**src/rtl/div_unit.sv**
```systemverilog
// Iterative restoring divider: one quotient bit per clock, RISC-V signed/unsigned
// semantics, with divide-by-zero and signed overflow answered without iterating.
`ifndef XLEN
`define XLEN 64
`endif

module div_unit #(
  parameter int WIDTH = `XLEN
) (
  input  logic             iClk,
  input  logic             iRstN,
  input  logic             iFlush,
  input  logic             iReqValid,
  output logic             oReqReady,
  input  logic [WIDTH-1:0] iDividend,
  input  logic [WIDTH-1:0] iDivisor,
  input  logic             iSigned,
  output logic             oRespValid,
  input  logic             iRespReady,
  output logic [WIDTH-1:0] oQuot,
  output logic [WIDTH-1:0] oRem,
  output logic [1:0]       dbg_state
);

  // Handshake: a request transfers on an edge where iReqValid && oReqReady && !iFlush;
  // a response transfers on an edge where oRespValid && iRespReady. Both ready/valid
  // outputs come from registered state only.

  typedef enum logic [1:0] {
    IDLE = 2'd0,
    CALC = 2'd1,
    DONE = 2'd2
  } state_t;

  localparam int CW = $clog2(WIDTH + 1);

  state_t state, state_next;

  logic [WIDTH-1:0] dividend_shift;
  logic [WIDTH-1:0] part_rem;
  logic [WIDTH-1:0] divisor_mag;
  logic             neg_q;
  logic             neg_r;
  logic [CW-1:0]    count;

  logic             accept;
  logic             div_zero;
  logic             sign_ovf;
  logic [WIDTH-1:0] min_val;
  logic [WIDTH-1:0] dvd_mag;
  logic [WIDTH-1:0] dvs_mag;
  logic [WIDTH:0]   shifted;
  logic [WIDTH:0]   trial;
  logic             q_bit;
  logic [WIDTH-1:0] rem_step;
  logic [WIDTH-1:0] quot_step;
  logic             last_step;

  assign min_val  = {1'b1, {(WIDTH-1){1'b0}}};
  assign accept   = iReqValid && (state == IDLE) && !iFlush;
  assign div_zero = (iDivisor == '0);
  assign sign_ovf = iSigned && (iDividend == min_val) && (iDivisor == '1);
  assign dvd_mag  = (iSigned && iDividend[WIDTH-1]) ? -iDividend : iDividend;
  assign dvs_mag  = (iSigned && iDivisor[WIDTH-1])  ? -iDivisor  : iDivisor;

  // The shifted partial remainder can exceed WIDTH bits, so the trial keeps one extra bit.
  assign shifted   = {part_rem, dividend_shift[WIDTH-1]};
  assign trial     = shifted - {1'b0, divisor_mag};
  assign q_bit     = ~trial[WIDTH];
  assign rem_step  = q_bit ? trial[WIDTH-1:0] : shifted[WIDTH-1:0];
  assign quot_step = {dividend_shift[WIDTH-2:0], q_bit};
  assign last_step = (count == CW'(WIDTH - 1));

  assign oReqReady  = (state == IDLE);
  assign oRespValid = (state == DONE);
  assign dbg_state  = state;

  always_ff @(posedge iClk or negedge iRstN) begin
    if (!iRstN) state <= IDLE;
    else        state <= state_next;
  end

  always_comb begin
    state_next = state;
    case (state)
      IDLE: if (iReqValid) state_next = (div_zero || sign_ovf) ? DONE : CALC;
      CALC: if (last_step) state_next = DONE;
      DONE: if (iRespReady) state_next = IDLE;
      default: state_next = IDLE;
    endcase
    if (iFlush) state_next = IDLE;
  end

  always_ff @(posedge iClk or negedge iRstN) begin
    if (!iRstN) begin
      dividend_shift <= '0;
      part_rem       <= '0;
      divisor_mag    <= '0;
      neg_q          <= 1'b0;
      neg_r          <= 1'b0;
      count          <= '0;
      oQuot          <= '0;
      oRem           <= '0;
    end else if (accept) begin
      if (div_zero) begin
        oQuot <= '1;
        oRem  <= iDividend;
      end else if (sign_ovf) begin
        oQuot <= iDividend;
        oRem  <= '0;
      end else begin
        dividend_shift <= dvd_mag;
        divisor_mag    <= dvs_mag;
        neg_q          <= iSigned & (iDividend[WIDTH-1] ^ iDivisor[WIDTH-1]);
        neg_r          <= iSigned & iDividend[WIDTH-1];
        part_rem       <= '0;
        count          <= '0;
      end
    end else if ((state == CALC) && !iFlush) begin
      dividend_shift <= quot_step;
      part_rem       <= rem_step;
      count          <= count + CW'(1);
      // The final step also applies the sign correction to the result registers.
      if (last_step) begin
        oQuot <= neg_q ? -quot_step : quot_step;
        oRem  <= neg_r ? -rem_step  : rem_step;
      end
    end
  end

endmodule
```
**config.mk**
```make
export PLATFORM = sky130hd
export DESIGN_NAME = div_unit
export DESIGN_NICKNAME = d
export VERILOG_FILES = /design/src/rtl/div_unit.sv
export SDC_FILE = /design/constraint.sdc
export NUM_CORES = 1
export LEC_CHECK = 0
export CORE_ASPECT_RATIO = 1.4
export CORE_MARGIN = 5
export CORE_UTILIZATION = 60
export CTS_CLUSTER_SIZE = 8
export DETAILED_ROUTE_END_ITERATION = 16
export PLACE_DENSITY = 0.84
export SLEW_MARGIN = 10
export SYNTH_ARGS = -nofsm -noshare
export SYNTH_HDL_FRONTEND = slang
export SYNTH_SLANG_ARGS = --single-unit
export TNS_END_PERCENT = 20
```
**constraint.sdc**
```tcl
create_clock -name iClk -period 10.3 [get_ports iClk]
set_clock_uncertainty 0.05 [all_clocks]
set_input_delay 1.545 -clock iClk [delete_from_list [all_inputs] [get_ports iClk]]
set_output_delay 1.545 -clock iClk [all_outputs]
set_load 0.05 [all_outputs]
```
# After elaboration in Yosys (flattened, before gate mapping)
# Index checks and enable logic that the tools add are counted.
# W data, S select, Z words.
[word_totals]
regBits = 331
in_bits = 134
elab_cells = 82
[op_classes]
add_sub_neg = 6
n_eq_ne = 11
muxes = 33
bitwise_logic = 6
n_reduce_logical = 17
[ops]
columns = ["op", "n"]
rows = [
  ["$mux W64", 23],
  ["$neg A64 Y64", 4],
  ["$eq A64 B64 Y1 const B", 2],
  ["$sub A65 B64 Y65", 1],
  ["$logic_not A64 Y1", 1],
  ["$mux W7", 4],
  ["$reduce_and A3 Y1", 4],
  ["$mux W2", 5],
  ["$add A7 B1 Y7 const B", 1],
  ["$eq A7 B6 Y1 const B", 1],
  ["$logic_and A1 B1 Y1", 7],
  ["$ne A3 B3 Y1 const B", 2],
  ["$pmux W2 S3", 1],
  ["$ne A2 B2 Y1 const B", 2],
  ["$reduce_bool A2 Y1", 2],
  ["$ne A3 B1 Y1 const B", 1],
  ["$ne A3 B2 Y1 const B", 1],
  ["$not A1 Y1", 3],
  ["$and A1 B1 Y1", 2],
  ["$eq A2 B1 Y1 const B", 1],
  ["$eq A2 B2 Y1 const B", 1],
  ["$logic_not A2 Y1", 1],
  ["$logic_not A1 Y1", 1],
  ["$logic_or A1 B1 Y1", 1],
  ["$xor A1 B1 Y1", 1],
]

# Depth between registers and ports, before layout
[logic_depth]
ltp_word = 8
ltp_mapped = 29

# Worst setup path before layout
# Ideal clock, no wire load.
[synth_timing]
path_kind = "register to register"
startpoint = "register dividend_shift[63]"
endpoint = "register oQuot[52]"
arrival_ns = 5.942
setup_slack_ns = 4.231
path_stages_with_launch = 28
synth_period_minus_slack_ns = 6.069
path_cell_list = "dfrtp_1 -> inv_1 -> ha_1 -> fa_1 -> nand2b_1 -> a211oi_2 -> o2111ai_1 -> and3_1 -> buf_6 -> a211o_1 -> o211a_2 -> inv_2 -> buf_2 -> buf_2 -> clkbuf_1 -> clkbuf_1 -> buf_1 -> ha_1 -> nand2_1 -> nor2_1 -> nand2_1 -> or4_1 -> clkbuf_1 -> o41ai_1 -> a21boi_0 -> xnor2_1 -> o22ai_1 -> o21ai_1"
[synth_between]
elab_chain_len = 7
[synth_rtl]
columns = ["element", "line", "text"]
rows = [
  ["start, declared", "39", "logic [WIDTH-1:0] dividend_shift;"],
  ["start signal, assigned", "112", "dividend_shift <= dvd_mag;"],
  ["start signal, assigned", "120", "dividend_shift <= quot_step;"],
  ["$sub A65 B64 Y65", "68", "assign trial = shifted - {1'b0, divisor_mag};"],
  ["$not A1 Y1", "69", "assign q_bit = ~trial[WIDTH];"],
  ["$neg A64 Y64", "125", "oQuot <= neg_q ? -quot_step : quot_step;"],
  ["$mux W64", "125", ""],
  ["$mux W64", "124", "if (last_step) begin"],
  ["$mux W64", "119", "end else if ((state == CALC) && !iFlush) begin"],
  ["$mux W64", "104", "end else if (accept) begin"],
  ["end signal, assigned", "109", "oQuot <= iDividend;"],
  ["end signal, assigned", "125", ""],
  ["end, declared", "20", "output logic [WIDTH-1:0] oQuot,"],
]
# No other way between the ends. The select of a mux whose other input is x is not followed.
# A chain may end at the register's enable or synchronous reset.

# Worst setup path in the final report
[layout_timing]
startpoint = "input port iDivisor[13]"
endpoint = "register part_rem[0]"
[layout_between]
elab_chain_len = 4
elab_cells_between_ends = 6
cone_classes = "eq/ne: 3; reduce/logical: 3"
[layout_rtl]
columns = ["element", "line", "text"]
rows = [
  ["start, declared", "16", "input logic [WIDTH-1:0] iDivisor,"],
  ["$eq A64 B64 Y1", "62", "assign sign_ovf = iSigned && (iDividend == min_val) && (iDivisor == '1);"],
  ["$logic_and A1 B1 Y1", "62", ""],
  ["$ne A2 B2 Y1 (no source line)", "-", ""],
  ["$reduce_and A3 Y1 (no source line) *", "-", ""],
  ["end signal, assigned", "121", "part_rem <= rem_step;"],
  ["end, declared", "40", "logic [WIDTH-1:0] part_rem;"],
]
# Mark *: on every way between the ends. The rest lies on a longest branch, timed or not.

==> results.md <==
- Number of flops mapped to enable cells by yosys: 0
- Postcts setup bufs: 0
- Portion of netlist area occupied by mux cells: 0.0192
- Outcome: complete, no violations
- Most frequent cells in the layout: nor2_1, dfrtp_1, nand2_1
- Total GRT Usage: 0.349
- Synth Area in Adders: 0.0347
- Setup WS post-layout: just over 3 ns
- Worst Setup Start Kind: input port
- Worst-path clk slew: approximately 0.050 ns
- Crit Path Category: in -> reg
- Drt wl/cell: between 20 and 25 um
- DR vias/cell: about 6.6
- # IOs: ~270
- Sequential area share after synthesis: 0.321
- Most common flop cell mapped by yosys: dfrtp_1
- Syn_nets: approximately 3500
- Worst Path Arrival: approximately 7.6 ns
- Final Hold Vio Count: 0
- Slew headroom: 0.195
- Reg2reg setup slack: between 3 and 4 ns
- Hold WC Path Type: reg -> reg
- R2r endpoint: oQuot[60]
- Worst ir drop on vdd: approximately 0.00012 V
- Maxcap violations: 0
- Met3 Routed Length: 6.90 mm
- Ys Warns: 0
- Yosys cell types: 100
- Worst r2r src: dividend_shift[63]
- Area share of the largest cell type after synthesis: 0.321
- Antenna Nets Post-Route: 0
- Synth Instances: around 3300
- Minimum clock period: just over 7 ns
- DRT met1 WL: about 33 mm
- Static leakage: 12.1 nW
- H-tree depth: 2
- Synth top area cells: dfrtp_1, o21ai_0, xnor2_1
- Yosys top cell by area: dfrtp_1
- Root Buffer: clkbuf_16
- Worst Min Path Start: oQuot[13]
- Area delta synth->final: 15.0%
- Global-route wire length before repair: around 130 mm
- Most common cell after layout, fill and taps aside: nor2_1
- Clock sink total: about 330
- Final setup fails: 0
- Post-DP HPWL: ~65 mm
- Filler cells: between 3000 and 4000
- Post-layout util: 0.693
- Top Metal Used: met4
- DRT Pass-1 Iters: 8
- Number of synthesized register bits: ~330
- R2R cell count: 20
- CTS tree: built
- Least-Margin Pin Slew: ~1.2 ns
- Dpl cell area: around 0.028 mm2
- Final instance area: approximately 0.030 mm2
- Layout cells sized above 1: 0.0428
- Non-filler cells, final: roughly 3900
- Register area: 0.00828 mm2
- Longest Clk Path Bufs: 3
- Multi-input logic area: around 0.016 mm2
- Die area: ~0.047 mm2
- Vias in the first global route: roughly 25000
- Worst hold slack: around 0.42 ns
- CTS Buf Count: 47
- FP Rows: 90
- Gr ovfl total: 0
- Final #Nets: 3592
- Starting Density: 0.602
- Core box area: approximately 0.043 mm2
- DR iter-0 viols: roughly 2800
- Critical path fanouts, max: 40
- Total Routed Length: 86.4 mm
- Post-CTS Hold Buffers: 0
- Cell Area, Synth: around 0.026 mm2
- Drt drc: 0
- Metal2 WL: ~40 mm
- Power Density: around 150 mW/mm2
- Hold Path Stages: 2
- IO Port Bufs: ~270
- Routability cong.: 0.990
- Final Max Tran Viols: 0
- Die H: ~260 um
- Resize count post-CTS: 0
- Pin count of the biggest net entering global routing: a little under 200
- FFs w/ async S/R, synth: 1.00
- TNS Setup: 0 ns
- Worst Hold End: oQuot[13]
- Final period util: 0.699
- Syn avg cell area: approximately 7.9 um2
- RSZ-0062 raised after global routing: false
- Initial antenna violation count: 2
- Worst-Skew Late Latency: about 0.57 ns
- Vias: between 20000 and 30000
- Die outline width: around 190 um
- Xor and xnor area share after synthesis: 0.0970
- Crit end category: flip-flop
- Worst EP required: approximately 11 ns
- Post-Synth Simple-Gate Area: 0.215
- Fmax: 0.139 GHz
- Placement Setup Slack: 2.69 ns
- Power, Total: ~4.4 mW
- Post-placement cell count: 3890
- Complex-gate fraction of the synthesized area: 0.262
- Largest family of logic cells by synthesized area: compound AO/OA/AOI/OAI gates
synth_stat cells (12+ instances only):
| cell type | instances |
|---|---|
| a221o_1 | 60 |
| o211ai_1 | 14 |
| a31oi_1 | 36 |
| a21oi_1 | 249 |
| nand3_1 | 106 |
| clkbuf_1 | 123 |
| o41ai_1 | 25 |
| xor2_1 | 131 |
| xnor2_1 | 155 |
| buf_1 | 14 |
| nor3_1 | 73 |
| or3_1 | 55 |
| o21ai_1 | 50 |
| a221oi_1 | 16 |
| nor2_1 | 346 |
| or4_1 | 36 |
| buf_2 | 68 |
| a211oi_1 | 12 |
| nand2b_1 | 27 |
| o21a_1 | 19 |
| nand2_1 | 331 |
| and2_1 | 21 |
| and3_1 | 14 |
| nor4_1 | 36 |
| o31ai_1 | 60 |
| ha_1 | 70 |
| a21o_1 | 26 |
| a22oi_1 | 45 |
| dfrtp_1 | 331 |
| inv_1 | 96 |
| mux2i_1 | 45 |
| o22ai_1 | 35 |
| nand4_1 | 59 |
| o21ai_0 | 294 |
layer usage:
metal | GRT usage | vias to the layer above
met3 | 0.0366 | 290
met2 | 0.578 | 1413
met1 | 0.448 | 12280
li1 | - | 12152
met5 | 0 | -
met4 | 0.184 | 0
sequential cells by signal (all words and copies together), names as in the netlist:
register / count
count: 7
oRem: 64
dividend_shift: 64
neg_q: 1
neg_r: 1
divisor_mag: 64
dbg_state: 2
part_rem: 64
oQuot: 64
cell families (layout without fill, tap and decap cells):
group,after synthesis,after routing
simple gates,1168,1168
compound gates,1046,1046
flops,331,331
buf+inv,315,438
xor+xnor,286,286
fa+ha+maj,71,71
mux,49,49
other cells,0,1
report_power, final:
part	internal (mW)	switching [mW]
logic	0.559	0.884
registers	1.44	0.165
clock network	0.825	0.562
total	2.82	1.61
worst max-delay path, cell delays in order:
cell and delay (ns):
clkdlybuf4s50_1 0.49, or4_1 0.61, nor4_1 0.36, nand3_1 0.21
nor4bb_1 0.49, nand4bb_1 0.35, or2_2 0.42, nor4_2 0.51
and2_1 0.22, buf_4 0.36, nor2_1 0.26, a21oi_4 0.88
buf_4 0.46, mux2_2 0.37
layout make-up:
| type | instances | share of cell area |
|---|---|---|
| inverter | 98 | 0.0124 |
| antenna | 1 | 0.0000842 |
| tap | 552 | 0.0232 |
| sequential | 331 | 0.279 |
| clock inverter | 3 | 0.00211 |
| multi-input combinational | 2620 | 0.547 |
| timing repair buffer | 289 | 0.0963 |
| clock buffer | 48 | 0.0397 |
how the worst max path moves through the flow:
| stage | from | to | slack [ns] |
|---|---|---|---|
| finish | iDivisor[13] | part_rem[0] | 3.10 |
| global route | iDivisor[12] | part_rem[0] | 2.75 |
| CTS | iDivisor[12] | part_rem[0] | 3.26 |
| detailed placement | iDivisor[13] | part_rem[0] | 2.69 |
| global placement | iDivisor[12] | part_rem[0] | 2.84 |
| floorplan | dividend_shift[63] | oQuot[52] | 4.23 |
(Power assumes the default switching activity.)
